[config.mk]
export PLATFORM = sky130hd
export DESIGN_NAME = wb_stage
export DESIGN_NICKNAME = d
export VERILOG_FILES = /design/src/rtl/cpu_defs.sv /design/src/rtl/wb_stage_load_align.sv /design/src/rtl/wb_stage.sv
export SDC_FILE = /design/constraint.sdc
export NUM_CORES = 1
export LEC_CHECK = 0
export BUFFER_PORTS_ARGS = -buffer_cell sky130_fd_sc_hd__buf_2
export CORE_MARGIN = 4
export CORE_UTILIZATION = 49
export DETAILED_ROUTE_END_ITERATION = 16
export GPL_ROUTABILITY_DRIVEN = 0
export PLACE_DENSITY = 0.81
export SLEW_MARGIN = 15
export SYNTH_ARGS = -nofsm -noshare
export SYNTH_HDL_FRONTEND = slang
export SYNTH_SLANG_ARGS = --single-unit
[constraint.sdc]
create_clock -name clk -period 2.3 [get_ports clk]
set_clock_uncertainty 0.2 [all_clocks]
set_input_delay 0 -clock clk [delete_from_list [all_inputs] [get_ports clk]]
set_output_delay 0 -clock clk [all_outputs]
set_load 0.02 [all_outputs]
[src/rtl/cpu_defs.sv]
// Shared CPU definitions: writeback FSM state encoding, access size codes and
// byte-lane helpers used by the memory/writeback stage.
package cpu_defs;

    typedef enum logic [1:0] {
        IDLE = 2'd0,
        MEM  = 2'd1,
        WB   = 2'd2
    } wbState_t;

    localparam logic [1:0] SIZE_BYTE = 2'b00;
    localparam logic [1:0] SIZE_HALF = 2'b01;
    localparam logic [1:0] SIZE_WORD = 2'b10;

    localparam int TIMEOUT_DEFAULT = 15;

    // Size code 11 falls through to the word case everywhere.
    function automatic logic isMisaligned(input logic [1:0] size, input logic [1:0] off);
        case (size)
            SIZE_BYTE: return 1'b0;
            SIZE_HALF: return off[0];
            default:   return off != 2'b00;
        endcase
    endfunction

    function automatic logic [3:0] laneEnable(input logic [1:0] size, input logic [1:0] off);
        case (size)
            SIZE_BYTE: return 4'b0001 << off;
            SIZE_HALF: return off[1] ? 4'b1100 : 4'b0011;
            default:   return 4'b1111;
        endcase
    endfunction

    function automatic logic [31:0] laneData(input logic [1:0] size, input logic [31:0] sdat);
        case (size)
            SIZE_BYTE: return {4{sdat[7:0]}};
            SIZE_HALF: return {2{sdat[15:0]}};
            default:   return sdat;
        endcase
    endfunction

endpackage

[src/rtl/wb_stage_load_align.sv]
// Load data alignment: picks the addressed byte/half lane out of the read word
// and sign- or zero-extends it to 32 bits.
module load_align
    import cpu_defs::*;
(
    input  logic [1:0]  addr,
    input  logic [1:0]  size,
    input  logic        isSigned,
    input  logic [31:0] rdata,
    output logic [31:0] data
);

    logic [7:0]  byteLane;
    logic [15:0] halfLane;

    always_comb begin
        case (addr)
            2'd0:    byteLane = rdata[7:0];
            2'd1:    byteLane = rdata[15:8];
            2'd2:    byteLane = rdata[23:16];
            default: byteLane = rdata[31:24];
        endcase
        halfLane = addr[1] ? rdata[31:16] : rdata[15:0];

        case (size)
            SIZE_BYTE: data = {{24{isSigned & byteLane[7]}}, byteLane};
            SIZE_HALF: data = {{16{isSigned & halfLane[15]}}, halfLane};
            default:   data = rdata;
        endcase
    end

endmodule

[src/rtl/wb_stage.sv]
// Memory access and register writeback stage: issues one bus access per load/store,
// waits for the ack (bounded by TIMEOUT) and drives the register file write port.
module wb_stage
    import cpu_defs::*;
#(
    parameter int TIMEOUT = TIMEOUT_DEFAULT
) (
    input  logic        clk,
    input  logic        Rst,
    input  logic        ex_valid,
    input  logic        ex_RegWrite,
    input  logic [4:0]  ex_regW,
    input  logic [31:0] ex_alu,
    input  logic        ex_memRead,
    input  logic        ex_memWrite,
    input  logic [1:0]  ex_size,
    input  logic        ex_signed,
    input  logic [31:0] ex_sdat,
    input  logic        flush,
    output logic        mem_req,
    output logic        mem_we,
    output logic [31:0] mem_addr,
    output logic [3:0]  mem_be,
    output logic [31:0] mem_wdata,
    input  logic        mem_ack,
    input  logic [31:0] mem_rdata,
    output logic        stall,
    output logic [4:0]  regW,
    output logic [31:0] Wdat,
    output logic        RegWrite,
    output logic        align_err,
    output logic        bus_err
);

    localparam int CW = (TIMEOUT > 1) ? $clog2(TIMEOUT + 1) : 1;

    wbState_t state, stateNext;
    logic [CW-1:0] cnt, cntNext;
    logic        memReqNext, memWeNext, regWriteNext, alignErrNext, busErrNext;
    logic [31:0] memAddrNext, memWdataNext, wdatNext;
    logic [3:0]  memBeNext;
    logic [4:0]  regWNext;

    // Attributes of the outstanding memory op, needed when the ack returns.
    logic [1:0] pOff, pOffNext, pSize, pSizeNext;
    logic       pSigned, pSignedNext, pLoad, pLoadNext;
    logic       pWrite, pWriteNext, pFlushed, pFlushedNext;

    logic        accept;
    logic [31:0] loadData;

    load_align u_load_align (
        .addr     (pOff),
        .size     (pSize),
        .isSigned (pSigned),
        .rdata    (mem_rdata),
        .data     (loadData)
    );

    assign stall  = (state == MEM);
    assign accept = ex_valid && !stall;

    always_comb begin
        stateNext    = state;
        cntNext      = cnt;
        memReqNext   = mem_req;
        memWeNext    = mem_we;
        memAddrNext  = mem_addr;
        memBeNext    = mem_be;
        memWdataNext = mem_wdata;
        regWNext     = regW;
        wdatNext     = Wdat;
        regWriteNext = 1'b0;
        alignErrNext = 1'b0;
        busErrNext   = 1'b0;
        pOffNext     = pOff;
        pSizeNext    = pSize;
        pSignedNext  = pSigned;
        pLoadNext    = pLoad;
        pWriteNext   = pWrite;
        pFlushedNext = pFlushed;

        case (state)
            IDLE, WB: begin
                stateNext = IDLE;
                if (accept) begin
                    regWNext = ex_regW;
                    if (!(ex_memRead || ex_memWrite)) begin
                        stateNext    = WB;
                        wdatNext     = ex_alu;
                        regWriteNext = ex_RegWrite && (ex_regW != 5'd0) && !flush;
                    end else if (isMisaligned(ex_size, ex_alu[1:0])) begin
                        alignErrNext = 1'b1;
                    end else begin
                        stateNext    = MEM;
                        cntNext      = CW'(TIMEOUT - 1);
                        memReqNext   = 1'b1;
                        memWeNext    = ex_memWrite;
                        memAddrNext  = {ex_alu[31:2], 2'b00};
                        memBeNext    = laneEnable(ex_size, ex_alu[1:0]);
                        memWdataNext = laneData(ex_size, ex_sdat);
                        pOffNext     = ex_alu[1:0];
                        pSizeNext    = ex_size;
                        pSignedNext  = ex_signed;
                        pLoadNext    = !ex_memWrite;
                        pWriteNext   = ex_RegWrite;
                        pFlushedNext = flush;
                    end
                end
            end
            MEM: begin
                if (flush) pFlushedNext = 1'b1;
                if (mem_ack) begin
                    stateNext    = WB;
                    memReqNext   = 1'b0;
                    memWeNext    = 1'b0;
                    if (pLoad) wdatNext = loadData;
                    regWriteNext = pLoad && pWrite && (regW != 5'd0) && !pFlushed && !flush;
                end else if (cnt == '0) begin
                    stateNext  = IDLE;
                    memReqNext = 1'b0;
                    memWeNext  = 1'b0;
                    busErrNext = 1'b1;
                end else begin
                    cntNext = cnt - 1'b1;
                end
            end
            default: stateNext = IDLE;
        endcase
    end

    always_ff @(posedge clk) begin
        if (Rst) begin
            state     <= IDLE;
            cnt       <= '0;
            mem_req   <= 1'b0;
            mem_we    <= 1'b0;
            mem_addr  <= '0;
            mem_be    <= '0;
            mem_wdata <= '0;
            regW      <= '0;
            Wdat      <= '0;
            RegWrite  <= 1'b0;
            align_err <= 1'b0;
            bus_err   <= 1'b0;
            pOff      <= '0;
            pSize     <= '0;
            pSigned   <= 1'b0;
            pLoad     <= 1'b0;
            pWrite    <= 1'b0;
            pFlushed  <= 1'b0;
        end else begin
            state     <= stateNext;
            cnt       <= cntNext;
            mem_req   <= memReqNext;
            mem_we    <= memWeNext;
            mem_addr  <= memAddrNext;
            mem_be    <= memBeNext;
            mem_wdata <= memWdataNext;
            regW      <= regWNext;
            Wdat      <= wdatNext;
            RegWrite  <= regWriteNext;
            align_err <= alignErrNext;
            bus_err   <= busErrNext;
            pOff      <= pOffNext;
            pSize     <= pSizeNext;
            pSigned   <= pSignedNext;
            pLoad     <= pLoadNext;
            pWrite    <= pWriteNext;
            pFlushed  <= pFlushedNext;
        end
    end

endmodule

After elaboration in Yosys (flattened, before gate mapping)
Cells that the tools add are included.
- memory bits (read-only): 0
- word-level logic and storage cells: 121
- RAM bits: 0
- input bits: 112
- memories kept: 0
- bits in latches: 0
- register bits after elaboration: 122
- output and inout port bits: 111
- div/mod/pow operators: 0
- multiplexer cells: 48
- multipliers: 0
- $lt $le $gt $ge: 0
- shift operators: 1
- bitwise gates (word level): 7
- reduce and logical (&&, ||, !) cells: 30
- $add $sub $neg: 1
- equal/unequal tests: 16
- operators by type and width (operator ; number):
    case mux 32 bit (2 select lines) ; 3
    two-way mux 32 bit ; 4
    two-way mux 4 bit ; 6
    case mux 8 bit (3 select lines) ; 1
    two-way mux 1 bit ; 21
    two-way mux 16 bit ; 1
    inequality test 2 bit, second input constant ; 8
    case mux 4 bit (2 select lines) ; 2
    AND reduction 5 bit ; 3
    case mux 1 bit (2 select lines) ; 5
    nonzero test 5 bit ; 2
    equality test 2 x 1 -> 1 bit, second input constant ; 4
    zero test 2 bit ; 4
    two-way mux 2 bit ; 4
    logical AND 1 bit ; 7
    AND reduction 6 bit ; 1
    inverter 1 bit ; 5
    equality test 2 bit, second input constant ; 2
    zero test 1 bit ; 4
    zero test 4 bit ; 1
    case mux 2 bit (2 select lines) ; 1
    AND reduction 4 bit ; 1
    nonzero test 2 bit ; 2
    OR reduction 4 bit ; 1
    other kinds (9) ; 10

Logic depth before layout (Yosys ltp)
Gate-level depths: netlist (run 1).
- word-level depth: 9
- gate-level depth with buffers: 7
- depth with buffers taken out: 6

Modules after synthesis
A second synthesis (run 1) with hierarchy kept.
- cells, all modules: 741
- area, all modules: 5885.6 sq um
- by module, submodules not included (module ; area each (sq um) ; sequential area each (sq um) ; cells an instance ; times used):
    wb_stage ; 5009.8 ; 2442.3 ; 626 ; 1
    load_align ; 875.8 ; 0.0 ; 115 ; 1

Least setup slack after synthesis (run 1)
No wires, ideal clock.
- path type: reg2reg
- start point: register state[0]
- end point: register Wdat[7]
- path buffers: 2
- path slack: 0.412 ns
- data arrival time: 1.554 ns
- setup time: 0.134 ns
- clock period less this slack: 1.888 ns
- cell stages (with the launch flop): 7
- data required time: 1.966 ns
- cell sequence: dfxtp_1 -> or4b_1 -> buf_6 -> buf_6 -> or3_1 -> o21ai_2 -> a211oi_2
- cells in the longest elaborated chain, start to end: 5
- elaborated cells on any way between the ends: 13
- classes of those cells: eq/ne (6); mux (1); reduce/logical (6)
- RTL lines (element ; line ; source):
    start, declared ; wb_stage.sv:37 ; wbState_t state, stateNext;
    start signal, assigned ; wb_stage.sv:153 ; state <= stateNext;
    equality test 2 x 1 -> 1 bit ; wb_stage.sv:60, wb_stage.sv:83 ;
    zero test 1 bit ; wb_stage.sv:61 ; assign accept = ex_valid && !stall;
    logical AND 1 bit ; wb_stage.sv:61 ;
    inequality test 2 bit (no source line) ; - ;
    AND reduction 5 bit (no source line) ; - ;
    end signal, assigned ; wb_stage.sv:161 ; Wdat <= wdatNext;
    end, declared ; wb_stage.sv:29 ; output logic [31:0] Wdat,
Several ways; a longest one is shown, not always the timed one.
A chain may end at the register's enable or synchronous reset.

Final worst setup path (run 1)
- start point: register state[0]
- end point: register regW[2]
- cells in the longest elaborated chain, start to end: 4
- elaborated cells on any way between the ends: 7
- classes of those cells: eq/ne (2); reduce/logical (5)
- RTL lines (element ; line ; source):
    equality test 2 x 1 -> 1 bit ; wb_stage.sv:60 ; assign stall = (state == MEM);
    zero test 1 bit ; wb_stage.sv:61 ;
    logical AND 1 bit ; wb_stage.sv:61 ;
    AND reduction 2 bit (no source line) * ; - ;
    end signal, assigned ; wb_stage.sv:160 ; regW <= regWNext;
    end, declared ; wb_stage.sv:28 ; output logic [4:0] regW,
Mark *: on every way between the ends. The rest lies on a longest branch, timed or not.

==> results of run 1 <==
[worst max path at each step]
stage	cells after the start	from	slack [ns]	end
finish	5	state[0]$_SDFFE_PP0P_	0.08	regW[2]$_SDFFE_PP0P_
global route	5	state[0]$_SDFFE_PP0P_	0.01	regW[3]$_SDFFE_PP0P_
CTS	5	state[0]$_SDFFE_PP0P_	0.02	regW[3]$_SDFFE_PP0P_
detailed placement	4	state[0]$_SDFFE_PP0P_	0.09	Wdat[25]$_SDFFE_PP0P_
global placement	4	state[0]$_SDFFE_PP0P_	0.17	Wdat[16]$_SDFFE_PP0P_
floorplan	6	state[0]$_SDFFE_PP0P_	0.41	Wdat[7]$_SDFFE_PP0P_
[final cells by class]
class / instances / area share
multi-input combinational: 480 / 0.3293
clock inverter: 8 / 0.005621
sequential: 122 / 0.2892
timing repair buffer: 363 / 0.2959
inverter: 9 / 0.003994
tap: 140 / 0.02071
clock buffer: 23 / 0.05533
[flip-flops by register name (all words and copies together), names as in the netlist]
register and count:
mem_addr 30, pWrite 1, cnt 4, pFlushed 1, bus_err 1, pSigned 1, regW 5, mem_wdata 32
pLoad 1, pOff 2, mem_req 1, RegWrite 1, state 2, mem_be 4, pSize 2, align_err 1
Wdat 32, mem_we 1
[timing repair]
item	in CTS	in global routing
endpoints found under the hold margin	121	0
endpoints found under the setup margin	0	21
hold buffers	120	0
resized for setup	0	5
[routing by layer]
layer / routed length [um] / global-route usage
met1: 7770 / 0.3583
met2: 10410 / 0.5796
met3: 2313 / 0.09144
met4: 1318 / 0.1940
met5: 0 / 0
[stage by stage]
step           hold WS [ns]  instances
3_5_place_dp       0.001604        995
4_1_cts            0.009685       1146
6_report          0.0009412       1145
3_3_place_gp       0.004111        995
5_1_grt             0.03152       1145
2_1_floorplan       -0.1272        670
[power by group through the flow]
stage / clock (mW) / sequential [mW] / combinational [mW]
finish: 2.36 / 2.32 / 1.12
global route: 2.48 / 2.33 / 1.20
CTS: 2.35 / 2.32 / 1.08
detailed placement: 0 / 2.36 / 0.911
global placement: 0 / 2.36 / 0.898
floorplan: 0 / 2.48 / 0.421
[cell usage in the layout, fill, tap and decap left out, drive strengths merged, types with 23 or more instances in the layout]
master,count
buf,244
a21oi,65
a211oi,29
dlygate4sd3,118
nand2,142
clkbuf,23
mux2i,38
dfxtp,122
a311oi,26
nor2,48
[kinds of logic (layout without fill, tap and decap cells)]
group,count (synthesis),in the layout,synth area share
AOI/OAI and AO/OA,182,182,0.2229
and+or+nand+nor,257,257,0.2046
buffers and inverters,68,403,0.05906
adders and majority gates,1,1,0.002263
muxes,38,38,0.06879
other,1,2,0.0006782
DFF,122,122,0.4417
[worst max-delay path, stage by stage (launching register included)]
cell and delay, ns:
sky130_fd_sc_hd__dfxtp_4 0.37, sky130_fd_sc_hd__and2b_2 0.26, sky130_fd_sc_hd__nand2_1 0.07, sky130_fd_sc_hd__dlygate4sd3_1 0.55, sky130_fd_sc_hd__a21oi_1 0.05, sky130_fd_sc_hd__dlygate4sd3_1 0.60
==> summary by stage, run 1 <==
STA
Setup repair after global routing left no endpoint under its margin. The number of failing setup endpoints in the final timing report is 0. In the finished design, the share of the clock period the worst path needs comes to 0.9657. The worst slew margin relative to its limit is 0.4156.

The number of failing hold endpoints at the final stage is 0. Setup total negative slack on the finished layout was measured at 0 ns. The time the final worst path needs with I/O delays and setup is 2.221 ns.

The number of pins with negative max-slew slack in the final report came to 0. The worst-margin pin slew is 0.8766 ns. The setup slack of the critical path after layout is 0.07888 ns. The top achievable clock speed is 0.4502 GHz.

Critical path
Along the worst path, the maximum fanout reaches 8. The type of destination of the critical path is a flop. The worst setup path is launched from a flop.

In this run the register-to-register setup slack is 0.08 ns. The critical path is of the flop to flop type. For the worst setup path, the data required time is 2.38 ns. In this run the critical register-to-register path is launched from state[0]$_SDFFE_PP0P_. The depth of the worst register-to-register path is 5. The reg-to-reg endpoint is regW[2]$_SDFFE_PP0P_. The arrival time of data at the critical path endpoint is 2.31 ns.

Clock tree
The tree is rooted in a sky130_fd_sc_hd__clkbuf_16. The later-pin clock latency in the skew report is 0.40 ns. The clock passes through at most 2 buffers. Counting every sink on the clock net gives 122. The number of buffers created by CTS is 17. The clock edge transition at the registers on the reported setup and hold paths is 0.06 ns. In this run the post-CTS setup repair buffer count came out at 0. TritonCTS built the clock tree. The H-tree depth reported by CTS is 4.

Detailed routing
Summed over all layers, the routed wires come to 21,810 um. The number of search-and-repair iterations in the first detailed-routing pass is 6. The final route contains 6,634 vias. The via count normalized by instance count is 5.794. The routed length per placed instance is 19.05 um. After the first detailed-routing iteration, the DRC count stood at 544.

The number of routed nets with antenna violations is 0. The remaining routing DRC violations is 0.

Floorplan
The die extent in y is 114.2 um. The width of the die is 114.2 um. The core footprint is 0.01094 sq mm.

The cell row count is 38. The die covers 0.01305 sq mm. For this design the top-level I/O count stands at 223.

The starting density of the core is 0.5056.

Worst hold path
The endpoint of the worst hold path is mem_wdata[5]$_SDFFE_PP0P_. The worst hold path depth is 2. The launch instance of the worst min-delay path is Rst.

The classification of the worst-slack hold path is input pin to flop.

Synth
After synthesis, the cell types taking the most area are sky130_fd_sc_hd__dfxtp_1, sky130_fd_sc_hd__nand2_1, sky130_fd_sc_hd__mux2i_1. The post-synthesis instance total is 669. The biggest area contributor in the post-synthesis netlist is sky130_fd_sc_hd__dfxtp_1. Of the post-synthesis cell area, the dominant cell type holds 0.4417. The sequential area share after synthesis is 0.4417.

The share of flip-flops with an asynchronous set or reset is 0. The netlist uses 52 different library cells. The netlist area before placement is 0.005529 sq mm.

The register bit total from synthesis is 122. By count the netlist is led by sky130_fd_sc_hd__nand2_1, sky130_fd_sc_hd__dfxtp_1, sky130_fd_sc_hd__a21oi_1. Among all flip-flop cells after synthesis, the most frequent one is sky130_fd_sc_hd__dfxtp_1. Counting flops with a built-in enable in the synthesized netlist gives 0. The most frequent cell after synthesis is sky130_fd_sc_hd__nand2_1. The total number of yosys warnings is 0. The per-instance average area after synthesis is 8.265 sq um.

Cells and area
For this run, the share of the core covered by cells in the final layout is 0.7735. The register area is 0.002446 sq mm. The multi-input combinational cells in the finished layout cover a total of 0.002785 sq mm. The share of cells above drive strength 1 is 0.2806. Fill cells in the final layout number 705.

The number of antenna diodes in the final layout is 0. Summing all non-filler instances in the final layout gives an area of 0.008458 sq mm. For this run, the post-layout net count is 1,106. Compared with the post-synthesis result, the final layout area differs by 52.98%.

Power and ir drop
The maximum ir drop on the vdd rail is 620.3 uV. The static leakage power is 3.743 nW. The internal power of the cells totals 4.140 mW. The sequential group share of total power is 0.400. Of the total power, the clock network draws 0.406. The share of total power in combinational logic is 0.193. The final total power is 5.800 mW. The power per cell area is 685.8 mW/mm^2. Summed over all nets, the switching power comes to 1.660 mW.

Of the total power, the share spent switching nets is 0.2863.

GRT
The via count of the first global-routing pass is 6,745. The final global-route overflow total is 0. The maximum number of pins on one net before global-route repair is 80.

The first-pass GRT wire length is 34,200 um. The initial antenna violation count is 0. The all-layer global routing usage is 0.3320.

Place
After detailed placement, the total cell area comes to 0.006733 sq mm. At the placement stage, the worst setup path has a slack of 0.08653 ns. The wire-length estimate of the detail-placed layout is 13,080 um. During placement, the flow inserted port buffers numbering 220.

Status
The run finished with clean final reports.

Flow run
Across the run, the number of max-cap violations was 0.
No activity file was read; power rests on OpenSTA's default activity.
==> inputs of run 2 (changes only) <==
Settings changed: SETUP_SLACK_MARGIN set to 0.4.
==> run 2 against run 1 <==
The run now ends with hold timing left; critical path depth grew 3; cell count grew 1.1%; worst setup slack gained 0.28 ns; sequential power is essentially flat; largest cell class unchanged; hold slack lost 0.029 ns; combinational power grew 7%; flip-flop and latch count is the same; highest routed layer unchanged; die area is the same; clock-buffer cell count is the same.
==> summary by stage, run 2 (same netlist as run 1, synthesis figures left out) <==
Status
The run finished, with violations left. The checks that failed: hold timing.

Clock tree
TritonCTS built the clock tree. After clock tree synthesis, the clock-pin slew on the worst setup and hold paths is 0.05 ns. The cell at the root of the clock tree is sky130_fd_sc_hd__clkbuf_16. The clock drives 122 sinks. In this run, CTS created clock tree buffers numbering 17. Counting along the longest clock path gives a buffer depth of 2. Clock latency on the worst-skew pair, taken at its later pin, is 0.40 ns. In this run the number of H-tree levels came out at 4.

GRT
The first-pass GRT wire length is 34,600 um. Entering global routing, the biggest net connects 80 pins. The via count of the first global-routing pass came to 6,702.

The initial antenna violation count is 0. In the global route stage, overall resource usage came out at 0.3348. Global routing finished with a remaining overflow of 0.

Detailed routing
In this run, the number of DRC markers left after iteration 0 of detailed routing was 638. The final layout contains routed wiring with a total length of 22,990 um. The via count normalized by instance count is 5.878. The number of routed nets with antenna violations is 0. The final route contains 6,807 vias. In the routed design, unresolved DRC markers number 0. After detailed routing, the average wire length per cell comes to 19.85 um. For this run, the detailed router's first-pass iteration total came to 7.

Place
The worst setup slack before clock tree synthesis is 0.08653 ns. The number of I/O port buffers is 220. The HPWL after detailed placement is 13,080 um. The placed instance count is 995. The total placed instance area is 0.006733 sq mm.

Power and ir drop
The maximum ir drop on the vdd rail is 604.9 uV. The power per cell area is 671.5 mW/mm^2. Summed over all cells, the static leakage comes to 3.862 nW.

Critical path
The maximum cell stage delay along the critical path is 0.55 ns. The arrival time of data at the critical path endpoint is 2.03 ns. The critical path goes through dlygate4sd3_1, buf_2, or2_2, a211oi_4, buf_4, buf_12, nor2_1, a211oi_1.

The category of the critical setup timing path is input pin to flop. For flop-to-flop paths, the worst setup slack is 0.38 ns. Along the worst path, the maximum fanout reaches 28. Grouping stages by cell kind, the critical path spends the most delay in buffers and inverters. The nature of the critical path startpoint is an input pin. The slowest cell on the critical path is sky130_fd_sc_hd__dlygate4sd3_1. At the worst endpoint, the required time is 2.39 ns. The worst setup path is captured at a flop.

The reg-to-reg endpoint is Wdat[13]$_SDFFE_PP0P_. The total buffers and inverters traversed by the critical path is 4. The start of the worst register-to-register path is state[0]$_SDFFE_PP0P_. The depth of the worst register-to-register path is 5.

Floorplan
The core footprint is 0.01094 sq mm. The cell row count is 38. The initial utilization of the core area, before any placement, comes to 0.5056. The die area is 0.01305 sq mm. Measured along the y axis, the die boundary spans 114.2 um. The width of the die is 114.2 um. In this run the count of I/O pins placed on the die edge is 223.

Cells and area
Registers take 0.002450 sq mm. The number of antenna diodes in the final layout is 0. The finished layout holds 1,158 standard cells, fillers aside. In the final layout, the share of cells above drive strength 1 is 0.3143. The finished cells cover 0.008758 sq mm. Leaving out fill and tap cells, the most frequent cells in the layout are sky130_fd_sc_hd__buf_2, sky130_fd_sc_hd__nand2_1, sky130_fd_sc_hd__dfxtp_1, sky130_fd_sc_hd__dlygate4sd3_1, sky130_fd_sc_hd__a21oi_1. In the final design database the tool counted 1,119 nets.

The commonest non-fill, non-tap cell in the layout is sky130_fd_sc_hd__buf_2. The number of inserted filler cells in the final layout is 618. In the final layout, the multi-input gates occupy 0.002920 sq mm. In the final layout, the registers with the most flip-flops are Wdat: 32 flops, mem_wdata: 32 flops, mem_addr: 30 flops. From synthesis to final layout, the design area changed by 58.41%. Once layout is complete, the utilization of the core stands at 0.8009.

Worst hold path
The launch instance of the worst min-delay path is ex_size[1]. The worst hold path depth is 4. The worst hold path terminates at pSize[1]$_SDFFE_PP0P_. The classification of the worst-slack hold path is input pin to flop.

STA
Headroom to the max-slew limit came out at 0.4047. Of the available clock period, the critical path in the final layout requires 0.8443. Setup repair after global routing could not meet its margin everywhere. The total negative setup slack is 0 ns. The number of pins with negative max-slew slack in the final report was 0. Setup violations remaining at the end of the flow were counted as 0. The setup slack of the critical path after layout is 0.3580 ns.

The number of failing hold endpoints at the final stage is 1. The time the final worst path needs with I/O delays and setup is 1.942 ns. Across all hold checks on the routed design, the worst slack comes to -0.02815 ns. For this run, the top clock speed supported by timing is 0.5149 GHz.

At the pin with the least slew margin, the transition time is 0.8929 ns.

Flow run
The tool flagged a number of max-cap violations equal to 0.
[run 2: cell types whose count changed in the layout (fill, tap and decap cells not counted), moves of 3 or more]
cell                            change
sky130_fd_sc_hd__o21ai_0            -5
sky130_fd_sc_hd__dlygate4sd3_1      -3
sky130_fd_sc_hd__dfxtp_1            -3
sky130_fd_sc_hd__buf_4              +9
sky130_fd_sc_hd__o21ai_2            +3
sky130_fd_sc_hd__dfxtp_2            +3
[run 2: routing by layer]
| layer | up-vias | track usage | routed length (um) |
|---|---|---|---|
| met1 | 3141 | 0.3693 | 8230 |
| met2 | 494 | 0.5956 | 11370 |
| li1 | 3067 | - | - |
| met3 | 105 | 0.08615 | 2218 |
| met5 | - | 0 | 0 |
| met4 | 0 | 0.1631 | 1176 |
[run 2: through the flow]
stage | hold WS [ns] | total power, mW
after floorplan | -0.1272 | 2.904
after global placement | 0.004111 | 3.253
after detailed placement | 0.001604 | 3.268
after CTS | 0.009325 | 5.760
after global routing | 0.02185 | 6.088
final | -0.02815 | 5.881
[run 2: report_power, final]
part | leakage [nW] | switching [mW] | internal [mW] | total, mW
clock | 0.249 | 0.934 | 1.42 | 2.35
sequential | 0.999 | 0.0840 | 2.24 | 2.33
combinational | 2.61 | 0.676 | 0.528 | 1.20
[run 2: timing repair]
item | in CTS | in global routing
hold endpoints to repair | 121 | 0
gates cloned | 1 | 2
pin swaps | 3 | 5
gates resized for setup | 15 | 29
hold buffers | 116 | 0
setup endpoints to repair | 104 | 101
setup buffers | 6 | 7
[run 2: how the worst max path moves through the flow]
stage | from | end | slack [ns] | cells after the start
2_1_floorplan | state[0]$_SDFFE_PP0P_ | Wdat[7]$_SDFFE_PP0P_ | 0.41 | 6
3_3_place_gp | state[0]$_SDFFE_PP0P_ | Wdat[16]$_SDFFE_PP0P_ | 0.17 | 4
3_5_place_dp | state[0]$_SDFFE_PP0P_ | Wdat[25]$_SDFFE_PP0P_ | 0.09 | 4
4_1_cts | state[0]$_SDFFE_PP0P_ | Wdat[20]$_SDFFE_PP0P_ | 0.41 | 5
5_1_grt | state[0]$_SDFFE_PP0P_ | Wdat[14]$_SDFFE_PP0P_ | 0.34 | 5
6_report | ex_size[0] | mem_wdata[15]$_SDFFE_PP0P_ | 0.36 | 8
[run 2: area by class of cell]
type	instances	share of cell area
sequential	122	0.2797
clock inverter	8	0.005429
clock buffer	23	0.05343
timing repair buffer	375	0.3037
multi-input combinational	481	0.3334
tap	140	0.02000
inverter	9	0.004286
[run 2: worst reg2reg max path, delay by kind of cell (launching register included)]
kind            cells  cell delay, ns
buf+inv             1            0.17
simple gates        2            0.86
compound gates      2            0.16
flops               1            0.36
==> inputs of run 3 (changes only) <==
Settings changed: CORE_UTILIZATION 49 to 44, PLACE_DENSITY 0.81 to 0.77.
Clock period 2.3 ns to 1.75 ns, I/O delays scaled along.
==> run 3 against run 2 <==
Sequential share of layout area fell by 5.0 points; hold slack worse by 0.014 ns; first-iteration DRC count rose by 61%; die area up 11%; the run ends with hold timing, setup timing left; final area increased by 22%; clock power up 46%.
==> summary by stage, run 3 (same netlist as run 1, synthesis figures left out) <==
Power and ir drop
The part of the power in the clock network is 0.390. The share of total power in combinational logic is 0.257. The net switching power is 2.746 mW.

The static leakage power is 4.679 nW. IR analysis of the VDD net gives a maximum drop of 752.9 uV. Of the total power, the share spent switching nets is 0.3111. The sequential group share of total power is 0.353. The final total power is 8.824 mW. For this design the ratio of total power to cell area is 825.6 mW/mm^2. The internal portion of the total power is 6.079 mW.

STA
The number of pins with negative max-slew slack in the final report is 0. The number of failing hold endpoints at the final stage was 24. The setup slack of the critical path after layout is -0.2371 ns. The total negative setup slack is -5.658 ns. Setup violations remaining at the end of the flow were counted as 96.

The worst slew margin relative to its limit is 0.4713. Setup repair after global routing could not meet its margin everywhere. The worst-margin pin slew is 0.7931 ns. Based on the critical path, the design can be clocked at up to 0.5032 GHz.

Final hold analysis gives a worst-case slack of -0.04169 ns. The time the final worst path needs with I/O delays and setup is 1.987 ns. Of the available clock period, the critical path in the final layout requires 1.135.

GRT
The final global-route overflow total is 0. The first global-routing pass estimated 40,770 um of wire. Entering global routing, the biggest net connects 64 pins. The initial antenna violation count is 1. The via count of the first global-routing pass is 7,364. The all-layer global routing usage is 0.3623.

Cells and area
The net total in the final layout is 1,178. The end-of-flow core utilization is 0.8789. The share of cells above drive strength 1 is 0.4991. Leaving out fill and tap cells, the most frequent cells in the layout are sky130_fd_sc_hd__buf_2, sky130_fd_sc_hd__dfxtp_1, sky130_fd_sc_hd__dlygate4sd3_1, sky130_fd_sc_hd__nand2_1, sky130_fd_sc_hd__nand2_4. The repair_antennas step left the layout with diodes totalling 0. The library cell used most frequently in the layout, excluding fill and tap cells, is sky130_fd_sc_hd__buf_2. The filler cells instantiated in the layout total 525. The relative area change from synthesis to final layout is 93.32%. The largest registers in the layout are Wdat: 32 flops, mem_wdata: 32 flops, mem_addr: 30 flops. With fillers left out, the area of the finished cells amounts to 0.01069 sq mm.

Critical path
The most numerous cell type found on the critical path is sky130_fd_sc_hd__buf_4. At the worst endpoint, the required time is 1.84 ns. In this design, the stage delay of the slowest critical-path cell is 0.47 ns. STA classifies the critical path startpoint as a flop. The arrival time of data at the critical path endpoint is 2.08 ns.

The type of destination of the critical path is a flop. The slowest stage of the critical path belongs to the cell sky130_fd_sc_hd__a22oi_1. Traced cell by cell, the critical path runs through buf_4, nor2b_2, buf_4, a22o_1, a22oi_1, a211oi_2.

The category of the critical setup timing path is flop to flop. The total buffers and inverters traversed by the critical path is 2. Along the worst path, the maximum fanout reaches 4. In this design, the largest share of critical-path delay is due to compound AO/OA/AOI/OAI gates.

Detailed routing
The final layout contains routed wiring with a total length of 31,750 um. The number of routed nets with antenna violations is 0. The detailed router placed 7,724 vias in this run. Dividing the detail-routed wire length by the instance count gives 25.48 um. The via count normalized by instance count is 6.199.

The number of search-and-repair iterations in the first detailed-routing pass is 6. After detailed routing, the number of remaining DRC violations is 0. The violation count after the first detailed-route iteration is 1,024.

Floorplan
The die area is 0.01442 sq mm. The core footprint is 0.01216 sq mm. The die extent in y is 120.1 um. During I/O placement, the number of pins put on the boundary was 223. The starting density of the core is 0.4546.

The floorplan has 40 rows. The die is 120.1 um wide.

Status
The final reports fail on hold timing, setup timing. The run finished, with violations left.

Clock tree
The number of clock buffers added by TritonCTS is 17. The clock edge transition at the registers on the reported setup and hold paths is 0.06 ns. The H-tree depth reported by CTS is 4.

The later pin in the worst-skew pair is clocked with a latency of 0.43 ns. The root buffer cell chosen for the clock tree is sky130_fd_sc_hd__clkbuf_16. Clock tree synthesis found a total of 122 sinks. The CTS tree is built.

The worst-case clock buffer depth is 2.

Flow run
Max-cap violations in this run came to 0.

Worst hold path
The classification of the worst-slack hold path is input pin to flop.

Place
The HPWL after detailed placement is 13,210 um. Timing analysis after detailed placement gives a worst setup slack of -0.08360 ns. The number of I/O port buffers is 220. The total placed instance area is 0.007057 sq mm.
[run 3: power groups by stage]
stage	clock network, mW	logic (mW)	registers, mW
6_report	3.44	2.27	3.11
5_1_grt	3.54	2.35	3.12
4_1_cts	3.34	1.89	3.07
3_5_place_dp	0	1.28	3.11
3_3_place_gp	0	1.26	3.10
2_1_floorplan	0	0.614	3.27
[run 3: repair_timing]
item,CTS,global route
endpoints found under the hold margin,122,14
hold buffers,117,1
setup endpoints to repair,117,118
gates resized for setup,146,147
pin swaps,82,59
buffers inserted,31,3
gates cloned,16,3
[run 3: worst paths after layout]
kind	endpoint	depth (start not counted)	slack (ns)	startpoint
min reg2reg	mem_addr[31]$_SDFFE_PP0P_	2	0.26	mem_addr[31]$_SDFFE_PP0P_
max	Wdat[11]$_SDFFE_PP0P_	6	-0.24	pOff[1]$_SDFFE_PP0P_
min	regW[0]$_SDFFE_PP0P_	2	-0.04	Rst
max reg2reg	Wdat[11]$_SDFFE_PP0P_	6	-0.24	pOff[1]$_SDFFE_PP0P_
[run 3: layout make-up]
cell class	instances	area (sq um)	area share
clock inverter	9	70.07	0.006555
clock buffer	23	488.0	0.04565
sequential	122	2452	0.2294
tap	168	210.2	0.01967
multi-input combinational	481	3742	0.3501
inverter	9	40.04	0.003746
timing repair buffer	434	3686	0.3448
[run 3: metrics by stage]
| step | instances | hold WS [ns] |
|---|---|---|
| after floorplan | 670 | -0.1272 |
| after global placement | 1043 | -0.01048 |
| after detailed placement | 1043 | -0.01340 |
| after CTS | 1239 | -0.1166 |
| after global routing | 1246 | -0.03787 |
| final | 1246 | -0.04169 |
[run 3: routing by layer]
layer  up-vias  track usage  wire (um)
met5         -            0         13
met4         2       0.2047       2838
met3       250      0.09425       3654
met2       677       0.6263      14970
met1      3607       0.4024      10270
li1       3188            -          -
